[src/rtl/div_if.sv]
// div_if: handshake/operand bundle between the EX stage and the divider.
//
// Valid/ready semantics: EX raises start_i with the operands and keeps it
// high until it has seen ready_o; result_o is valid exactly while ready_o is
// high. Dropping start_i while ready_o is high consumes the result, and the
// divider then returns to idle. annul_i aborts an in-flight operation.
//
// Signals:
//   signed_div_i  1 = DIV (two's complement), 0 = DIVU
//   opdata1_i     dividend
//   opdata2_i     divisor
//   start_i       division request, level-held until the result is consumed
//   annul_i       abort (pipeline flush)
//   result_o      {remainder, quotient}
//   ready_o       result_o valid
//   state_dbg     current FSM state encoding (observation only)
interface div_if #(
    parameter int DATA_W = 32
);
    logic                  signed_div_i;
    logic [DATA_W-1:0]     opdata1_i;
    logic [DATA_W-1:0]     opdata2_i;
    logic                  start_i;
    logic                  annul_i;
    logic [2*DATA_W-1:0]   result_o;
    logic                  ready_o;
    logic [1:0]            state_dbg;

    modport master (
        output signed_div_i, opdata1_i, opdata2_i, start_i, annul_i,
        input  result_o, ready_o, state_dbg
    );

    modport slave (
        input  signed_div_i, opdata1_i, opdata2_i, start_i, annul_i,
        output result_o, ready_o, state_dbg
    );
endinterface

[src/rtl/div_unit.sv]
// div_unit: multi-cycle radix-2 restoring divider for the EX stage (DIV/DIVU).
//
// One quotient bit is produced per cycle. Signed operands are converted to
// magnitudes on entry and the signs are fixed up once the iteration ends.
// result_o = {remainder, quotient}; ready_o rises DATA_W+1 edges after the
// edge that accepted start_i.
//
// Ports:
//   clk   rising-edge clock
//   rst   asynchronous reset, active-high
//   bus   div_if.slave (operands, start/annul, result/ready, state_dbg)
//
// Build option: define DIV_ZERO_FAST_EN to add the BYZERO state, which
// answers a zero divisor with result_o = 0 two edges after start instead of
// running the full iteration.
module div_unit #(
    parameter int DATA_W = 32
) (
    input  logic  clk,
    input  logic  rst,
    div_if.slave  bus
);

    localparam int CNT_W = $clog2(DATA_W);

    typedef enum logic [1:0] {
        FREE   = 2'd0,
        BYZERO = 2'd1,
        ON     = 2'd2,
        END    = 2'd3
    } state_t;

    state_t              state;
    state_t              state_nxt;

    logic [DATA_W-1:0]   dvd;        // dividend in, quotient shifted in from the LSB
    logic [DATA_W-1:0]   divisor;
    logic [DATA_W-1:0]   rem;
    logic [CNT_W-1:0]    cnt;
    logic                iter_done;  // all DATA_W quotient bits produced
    logic                neg_quo;
    logic                neg_rem;
    logic [2*DATA_W-1:0] result;
    logic                ready;

    logic                accept;
    logic                op1_neg;
    logic                op2_neg;
    logic [DATA_W-1:0]   shifted;
    logic [DATA_W:0]     trial;
    logic                borrow;
    logic [DATA_W-1:0]   quo_fix;
    logic [DATA_W-1:0]   rem_fix;

    assign bus.result_o  = result;
    assign bus.ready_o   = ready;
    assign bus.state_dbg = state;

    assign accept  = bus.start_i && !bus.annul_i;
    assign op1_neg = bus.signed_div_i && bus.opdata1_i[DATA_W-1];
    assign op2_neg = bus.signed_div_i && bus.opdata2_i[DATA_W-1];

    // Before each shift the partial remainder holds at most DATA_W-1
    // significant bits, so dropping its MSB in the shift loses nothing.
    assign shifted = {rem[DATA_W-2:0], dvd[DATA_W-1]};
    assign trial   = {1'b0, shifted} - {1'b0, divisor};
    assign borrow  = trial[DATA_W];

    assign quo_fix = neg_quo ? (~dvd + 1'b1) : dvd;
    assign rem_fix = neg_rem ? (~rem + 1'b1) : rem;

    always_ff @(posedge clk or posedge rst) begin
        if (rst) begin
            state <= FREE;
        end else begin
            state <= state_nxt;
        end
    end

    always_comb begin
        state_nxt = state;
        case (state)
            FREE: begin
                if (accept) begin
                    state_nxt = ON;
`ifdef DIV_ZERO_FAST_EN
                    if (bus.opdata2_i == '0) begin
                        state_nxt = BYZERO;
                    end
`endif
                end
            end
`ifdef DIV_ZERO_FAST_EN
            BYZERO: state_nxt = END;
`endif
            ON: begin
                if (bus.annul_i) begin
                    state_nxt = FREE;
                end else if (iter_done) begin
                    state_nxt = END;
                end
            end
            END: begin
                // annul_i is deliberately ignored here: the result is final.
                if (!bus.start_i) begin
                    state_nxt = FREE;
                end
            end
            default: state_nxt = FREE;
        endcase
    end

    always_ff @(posedge clk or posedge rst) begin
        if (rst) begin
            dvd       <= '0;
            divisor   <= '0;
            rem       <= '0;
            cnt       <= '0;
            iter_done <= 1'b0;
            neg_quo   <= 1'b0;
            neg_rem   <= 1'b0;
            result    <= '0;
            ready     <= 1'b0;
        end else begin
            case (state)
                FREE: begin
                    result <= '0;
                    ready  <= 1'b0;
                    if (accept) begin
                        dvd       <= op1_neg ? (~bus.opdata1_i + 1'b1) : bus.opdata1_i;
                        divisor   <= op2_neg ? (~bus.opdata2_i + 1'b1) : bus.opdata2_i;
                        neg_quo   <= op1_neg ^ op2_neg;
                        neg_rem   <= op1_neg;
                        rem       <= '0;
                        cnt       <= '0;
                        iter_done <= 1'b0;
                    end
                end
`ifdef DIV_ZERO_FAST_EN
                BYZERO: begin
                    result <= '0;
                end
`endif
                ON: begin
                    if (!bus.annul_i) begin
                        if (!iter_done) begin
                            rem <= borrow ? shifted : trial[DATA_W-1:0];
                            dvd <= {dvd[DATA_W-2:0], ~borrow};
                            cnt <= cnt + CNT_W'(1);
                            if (cnt == CNT_W'(DATA_W - 1)) begin
                                iter_done <= 1'b1;
                            end
                        end else begin
                            result <= {rem_fix, quo_fix};
                            ready  <= 1'b1;
                        end
                    end
                end
                END: begin
                    if (bus.start_i) begin
                        ready <= 1'b1;
                    end else begin
                        ready  <= 1'b0;
                        result <= '0;
                    end
                end
                default: begin
                    ready  <= 1'b0;
                    result <= '0;
                end
            endcase
        end
    end

endmodule

[src/flat_wrapper.sv]
// flat-port wrapper written by rule: the top's interface ports become plain ports
module div_unit_flat 
#(
    parameter int DATA_W = 32
)
  (clk, rst, bus_signed_div_i, bus_opdata1_i, bus_opdata2_i, bus_start_i, bus_annul_i, bus_result_o, bus_ready_o, bus_state_dbg);
  div_if #(.DATA_W(DATA_W)) bus_i ();
  input  logic clk;
  input  logic rst;
  input wire logic [$bits(bus_i.signed_div_i)-1:0] bus_signed_div_i;
  input wire logic [$bits(bus_i.opdata1_i)-1:0] bus_opdata1_i;
  input wire logic [$bits(bus_i.opdata2_i)-1:0] bus_opdata2_i;
  input wire logic [$bits(bus_i.start_i)-1:0] bus_start_i;
  input wire logic [$bits(bus_i.annul_i)-1:0] bus_annul_i;
  output wire logic [$bits(bus_i.result_o)-1:0] bus_result_o;
  output wire logic [$bits(bus_i.ready_o)-1:0] bus_ready_o;
  output wire logic [$bits(bus_i.state_dbg)-1:0] bus_state_dbg;
  assign bus_i.signed_div_i = bus_signed_div_i;
  assign bus_i.opdata1_i = bus_opdata1_i;
  assign bus_i.opdata2_i = bus_opdata2_i;
  assign bus_i.start_i = bus_start_i;
  assign bus_i.annul_i = bus_annul_i;
  assign bus_result_o = bus_i.result_o;
  assign bus_ready_o = bus_i.ready_o;
  assign bus_state_dbg = bus_i.state_dbg;
  div_unit #(.DATA_W(DATA_W)) u_core (.clk(clk), .rst(rst), .bus(bus_i));
endmodule
[config.mk]
export PLATFORM = sky130hd
export DESIGN_NAME = div_unit_flat
export DESIGN_NICKNAME = d
export VERILOG_FILES = /design/src/rtl/div_if.sv /design/src/rtl/div_unit.sv /design/src/flat_wrapper.sv
export SDC_FILE = /design/constraint.sdc
export NUM_CORES = 1
export LEC_CHECK = 0
export CAP_MARGIN = 25
export CORE_MARGIN = 2
export CORE_UTILIZATION = 71
export CTS_BUF_LIST = sky130_fd_sc_hd__clkbuf_4
export CTS_CLUSTER_SIZE = 20
export DETAILED_ROUTE_END_ITERATION = 12
export DONT_BUFFER_PORTS = 1
export HOLD_SLACK_MARGIN = 0.06
export PLACE_DENSITY = 0.92
export SYNTH_ARGS = -nofsm -noshare
export SYNTH_HDL_FRONTEND = slang
export SYNTH_SLANG_ARGS = --single-unit
[constraint.sdc]
create_clock -name clk -period 9.6 [get_ports clk]
set_input_delay 0.96 -clock clk [delete_from_list [all_inputs] [get_ports clk]]
set_output_delay 0.96 -clock clk [all_outputs]
set_load 0.01 [all_outputs]
== Yosys cells after proc, flatten, opt, wreduce, memory -nomap -nowiden ==
Cells that the tools add are included.
Storage, ports and cells
  register bits: 171
  bits in latches: 0
  RAM bits: 0
  memory bits (read-only): 0
  output and inout port bits: 67
  logic and storage cells: 78
  memories kept: 0
Cells by class
  $add $sub $neg: 6
  $mul: 0
  divide/modulo/power cells: 0
  magnitude comparators: 0
  equal/unequal tests: 9
  shifts and indexed selects: 0
  muxes and demuxes: 35
  bitwise gates (word level): 6
  reduce and logical (&&, ||, !) cells: 12
Operators by type and width (number)
  32-bit two-way mux: 11
  64-bit two-way mux: 3
  32-bit by 1-bit adder with 32-bit output, second input constant: 4
  32-bit NOT: 4
  32-bit one-hot mux with 2 select lines: 2
  64-bit one-hot mux with 2 select lines: 1
  32-bit by 32-bit subtractor with 33-bit output: 1
  5-bit two-way mux: 3
  5-bit one-hot mux with 2 select lines: 1
  3-bit AND reduction: 3
  2-bit two-way mux: 4
  1-bit two-way mux: 7
  2-bit inequality test, second input constant: 3
  2-bit one-hot mux with 3 select lines: 1
  5-bit by 1-bit adder with 5-bit output, second input constant: 1
  5-bit equality test, second input constant: 1
  2-bit equality test, second input constant: 2
  2-bit by 1-bit inequality test with 1-bit output, second input constant: 2
  1-bit one-hot mux with 2 select lines: 2
  2-bit AND reduction: 2
  4-bit AND reduction: 1
  1-bit logical AND: 3
  3-bit by 2-bit inequality test with 1-bit output, second input constant: 1
  2-bit logical NOT: 1
  other kinds (4): 4

== Logic depth before layout (Yosys ltp) ==
  depth after elaboration: 6
  depth in mapped cells: 12
  depth with buffers taken out: 11

== Worst setup path before layout ==
OpenSTA, ideal clock, no wires.
  path kind: register to register
  from: register u_core.rem[1]
  to: register u_core.rem[11]
  arrival time: 2.740 ns
  data required time: 9.467 ns
  path slack: 6.727 ns
  stages on the path, launching flop included: 11
  path buffers: 1
  period minus slack after synthesis: 2.873 ns
  cells stage by stage: dfrtp_1 > ha_1 > nor2b_1 > o31ai_1 > a21boi_0 > o2111ai_1 > nand3_1 > o31ai_2 > buf_2 > mux2i_1 > o21ai_0
On the way
  longest elaborated chain between the ends: 5
Ends and longest elaborated chain
  start, declared: line div_unit.sv:38  | logic [DATA_W-1:0] rem;
  start signal, assigned: line div_unit.sv:147  | rem <= borrow ? shifted : trial[DATA_W-1:0];
  32-bit by 32-bit subtractor with 33-bit output: line div_unit.sv:66  | assign trial = {1'b0, shifted} - {1'b0, divisor};
  32-bit two-way mux: line div_unit.sv:147
  32-bit two-way mux: line div_unit.sv:146  | if (!iter_done) begin
  32-bit two-way mux: line div_unit.sv:145  | if (!bus.annul_i) begin
  32-bit one-hot mux with 2 select lines: line div_unit.sv:125  | case (state)
No other way between the ends. The select of a mux whose other input is x is not followed.
A chain may end at the register's enable or synchronous reset.

== Worst setup path after layout ==
  from: register u_core.rem[1]
  to: register u_core.rem[22]
The elaborated chain is that of the path after synthesis.

==> summary.txt <==
Worst setup path
  – Worst r2r src: u_core.rem[1]
  – Cell breakdown of the critical path: ha_1 > nor2b_1 > o31ai_1 > a21boi_0 > o2111ai_1 > nand3_1 > o31ai_4 > buf_4 > nand2b_1 > o21ai_0
  – CP Launch Type: flop
  – Slowest cell on crit path: dfrtp_1
  – Critical Path Fanout Max: 33
  – CP Capture Type: flop
  – End of the worst register-to-register path: u_core.rem[22]
  – Arrival time worst endpoint: 4.27 ns
  – CP Class: reg2reg
  – Reg2reg setup slack: 5.80 ns
  – Reg2reg path depth: 10
  – Max incr delay on CP: 0.49 ns
  – Worst Path Required: 10.08 ns

Finish
  – Most common cell after layout, fill and taps aside: o21ai_0
  – Final Util: 0.748
  – Final cell count without fillers: 1435
  – Syn-to-layout area delta: 3.68%
  – Final net count: 1342
  – Commonest non-fill, non-tap cells in the layout: o21ai_0 (201), nand2_1 (186), dfrtp_1 (171)
  – Share of layout cells above drive strength 1: 0.0482

STA
  – Unrepaired setup endpoints after global routing: false
  – Period Utilization, post-route: 0.396
  – Post-layout minimum cycle time: 3.80 ns
  – Max Slew Vio Count: 0
  – Endpoints failing hold: 0
  – Peak Freq: 263 MHz
  – Max_slew headroom: 0.235
  – Worst Tran Pin Value: 1.14 ns
  – Layout Skew: 0.0222 ns
  – Final setup vio count: 0
  – Setup TNS: 0 ns

CTS
  – Hold Buf Count CTS: 0
  – CTS tree: built
  – Setup bufs post-CTS: 0
  – Clk sinks: 171
  – Cts repair resizes: 0
  – CTS max path bufs: 2
  – Clock transition at path regs: 0.13 ns
  – CTS Root Cell: clkbuf_4
  – Inserted Clock Buffers: 17
  – Clock latency on the worst-skew pair: 0.60 ns
  – CTS H-tree depth: 4

Run status
  – Status: complete, no violations

Yosys
  – Syn avg cell area: 8.60 um2
  – Synth top area share: 0.393
  – Synth area leaders: dfrtp_1 (39%), o21ai_0 (9.2%), xor2_1 (6.5%), nand2_1 (6.5%), xnor2_1 (5.2%)
  – Async set or reset register ratio after synthesis: 1.00
  – Yosys reg bits: 171
  – Synth Warn #: 0
  – Largest area contributor in the netlist: dfrtp_1
  – Post-synthesis sequential area ratio: 0.393
  – Syn nets: 1375
  – Most used flip-flop cell after synthesis: dfrtp_1
  – Netlist cell types: 65
  – Post-synth EDFFs: 0
  – Synthesized instance count: 1266
  – Synthesized area: 0.0109 mm2

Floorplan
  – Initial core utilization: 0.721
  – Top-Level Pins: 136
  – Die Y-Extent: 128 um
  – Cell row count: 45
  – Die X: 128 um
  – Core region area: 0.0151 mm2
  – Full die area: 0.0163 mm2

GRT
  – First-pass GRT wire length: 41300 um
  – Largest net degree at the start of global routing: 92
  – Total GRT Usage: 0.315
  – Vias in the first global route: 8564
  – Overflow after GRT: 0
  – Initial antenna violation count: 1

Drt
  – Total wire length: 25500 um
  – 1st-iter DRT viols: 867
  – Detail Route Antenna Nets: 0
  – TritonRoute pass-1 iters: 5
  – Via Count: 9253
  – Via-per-instance ratio: 6.45
  – WL/cell: 17.8 um
  – DRC: 0

Place
  – Placed cell count: 1402
  – Port Buffers: 0
  – Placer congestion estimate: 0.928
  – Hpwl dp: 18800 um

Power
  – Pwr per Cell Area: 284 mW/mm2
  – Tot Pwr: 3210 uW
  – Worst VDD drop: 0.188 mV
  – P_leak: 0.00511 uW

Job
  – Max-cap violation count: 0

Hold path
  – Worst hold path type: in2async
==> registers in the layout, indices dropped and copies added (netlist names) <==
name                  flops
u_core.bus.ready_o        1
u_core.dvd               32
u_core.rem               32
u_core.neg_rem            1
u_core.cnt                5
u_core.iter_done          1
u_core.divisor           32
u_core.bus.result_o      64
u_core.neg_quo            1
u_core.bus.state_dbg      2
==> per-stage QoR <==
stage | setup slack (ns) | area [um2] | hold WS [ns]
finish | 5.80 | 11300 | 0.330
global route | 5.69 | 11300 | 0.384
CTS | 5.85 | 11300 | 0.360
detailed placement | 5.88 | 11000 | 0.471
global placement | 6.19 | 11000 | 0.462
floorplan | 4.01 | 10900 | 0.450
==> worst max path at each step <==
stage | start | end | slack [ns] | cells after the start
2_1_floorplan | rst | u_core.bus.ready_o | 4.01 | 1
3_3_place_gp | u_core.rem[1] | u_core.rem[29] | 6.19 | 10
3_5_place_dp | u_core.rem[1] | u_core.rem[22] | 5.88 | 10
4_1_cts | u_core.rem[1] | u_core.rem[22] | 5.85 | 10
5_1_grt | u_core.rem[1] | u_core.rem[30] | 5.69 | 10
6_report | u_core.rem[1] | u_core.rem[22] | 5.80 | 10
==> critical path, delay by kind of cell (launching register included) <==
kind	cells	cell delay [ns]
compound gates	5	1.56
fa+ha+maj	1	0.38
buf+inv	1	0.45
flops	1	0.49
simple gates	3	0.78
==> routing by layer <==
layer	wire length, um	part of all wire	track usage
met2	12500	0.49	0.526
met3	2080	0.082	0.0806
met5	0	0	0
met4	759	0.030	0.127
met1	10200	0.40	0.393
==> cells in the mapped netlist (8+ instances only) <==
library cell and number:
o21ai_0 201, nand2_1 187, dfrtp_1 171, xor2_1 81, nor2_1 70, xnor2_1 65
a21oi_1 59, clkbuf_1 55, inv_1 53, ha_1 39, a22oi_1 29, o31ai_1 26
mux2i_1 23, nor3_1 18, a21o_1 13, nand3_1 12, o41ai_1 12, or3_1 11
a32oi_1 10, nand2b_1 10, nor4_1 8, or4_1 8
==> area by class of cell <==
type | count | area [um2]
multi-input combinational | 981 | 6200
sequential | 171 | 4280
fill | 1089 | 3810
tap | 188 | 235
inverter | 53 | 204
clock buffer | 19 | 143
clock inverter | 13 | 126
timing repair buffer | 9 | 91.3
antenna | 1 | 2.50
==> logic make-up after synthesis <==
group	after synthesis	share of synthesized area
XOR/XNOR	146	0.118
multiplexers	25	0.0232
flip-flops	171	0.393
buffers and inverters	114	0.0396
AND/OR/NAND/NOR	368	0.156
AO/OA/AOI/OAI	402	0.223
adder cells (fa/ha/maj)	40	0.0467
==> power breakdown <==
part,internal (uW),leakage (uW),switching [uW]
Sequential,846,0.00229,221
Combinational,752,0.00267,978
Clock,157,0.000143,255
Note: power is estimated with default switching activity, not from simulation.
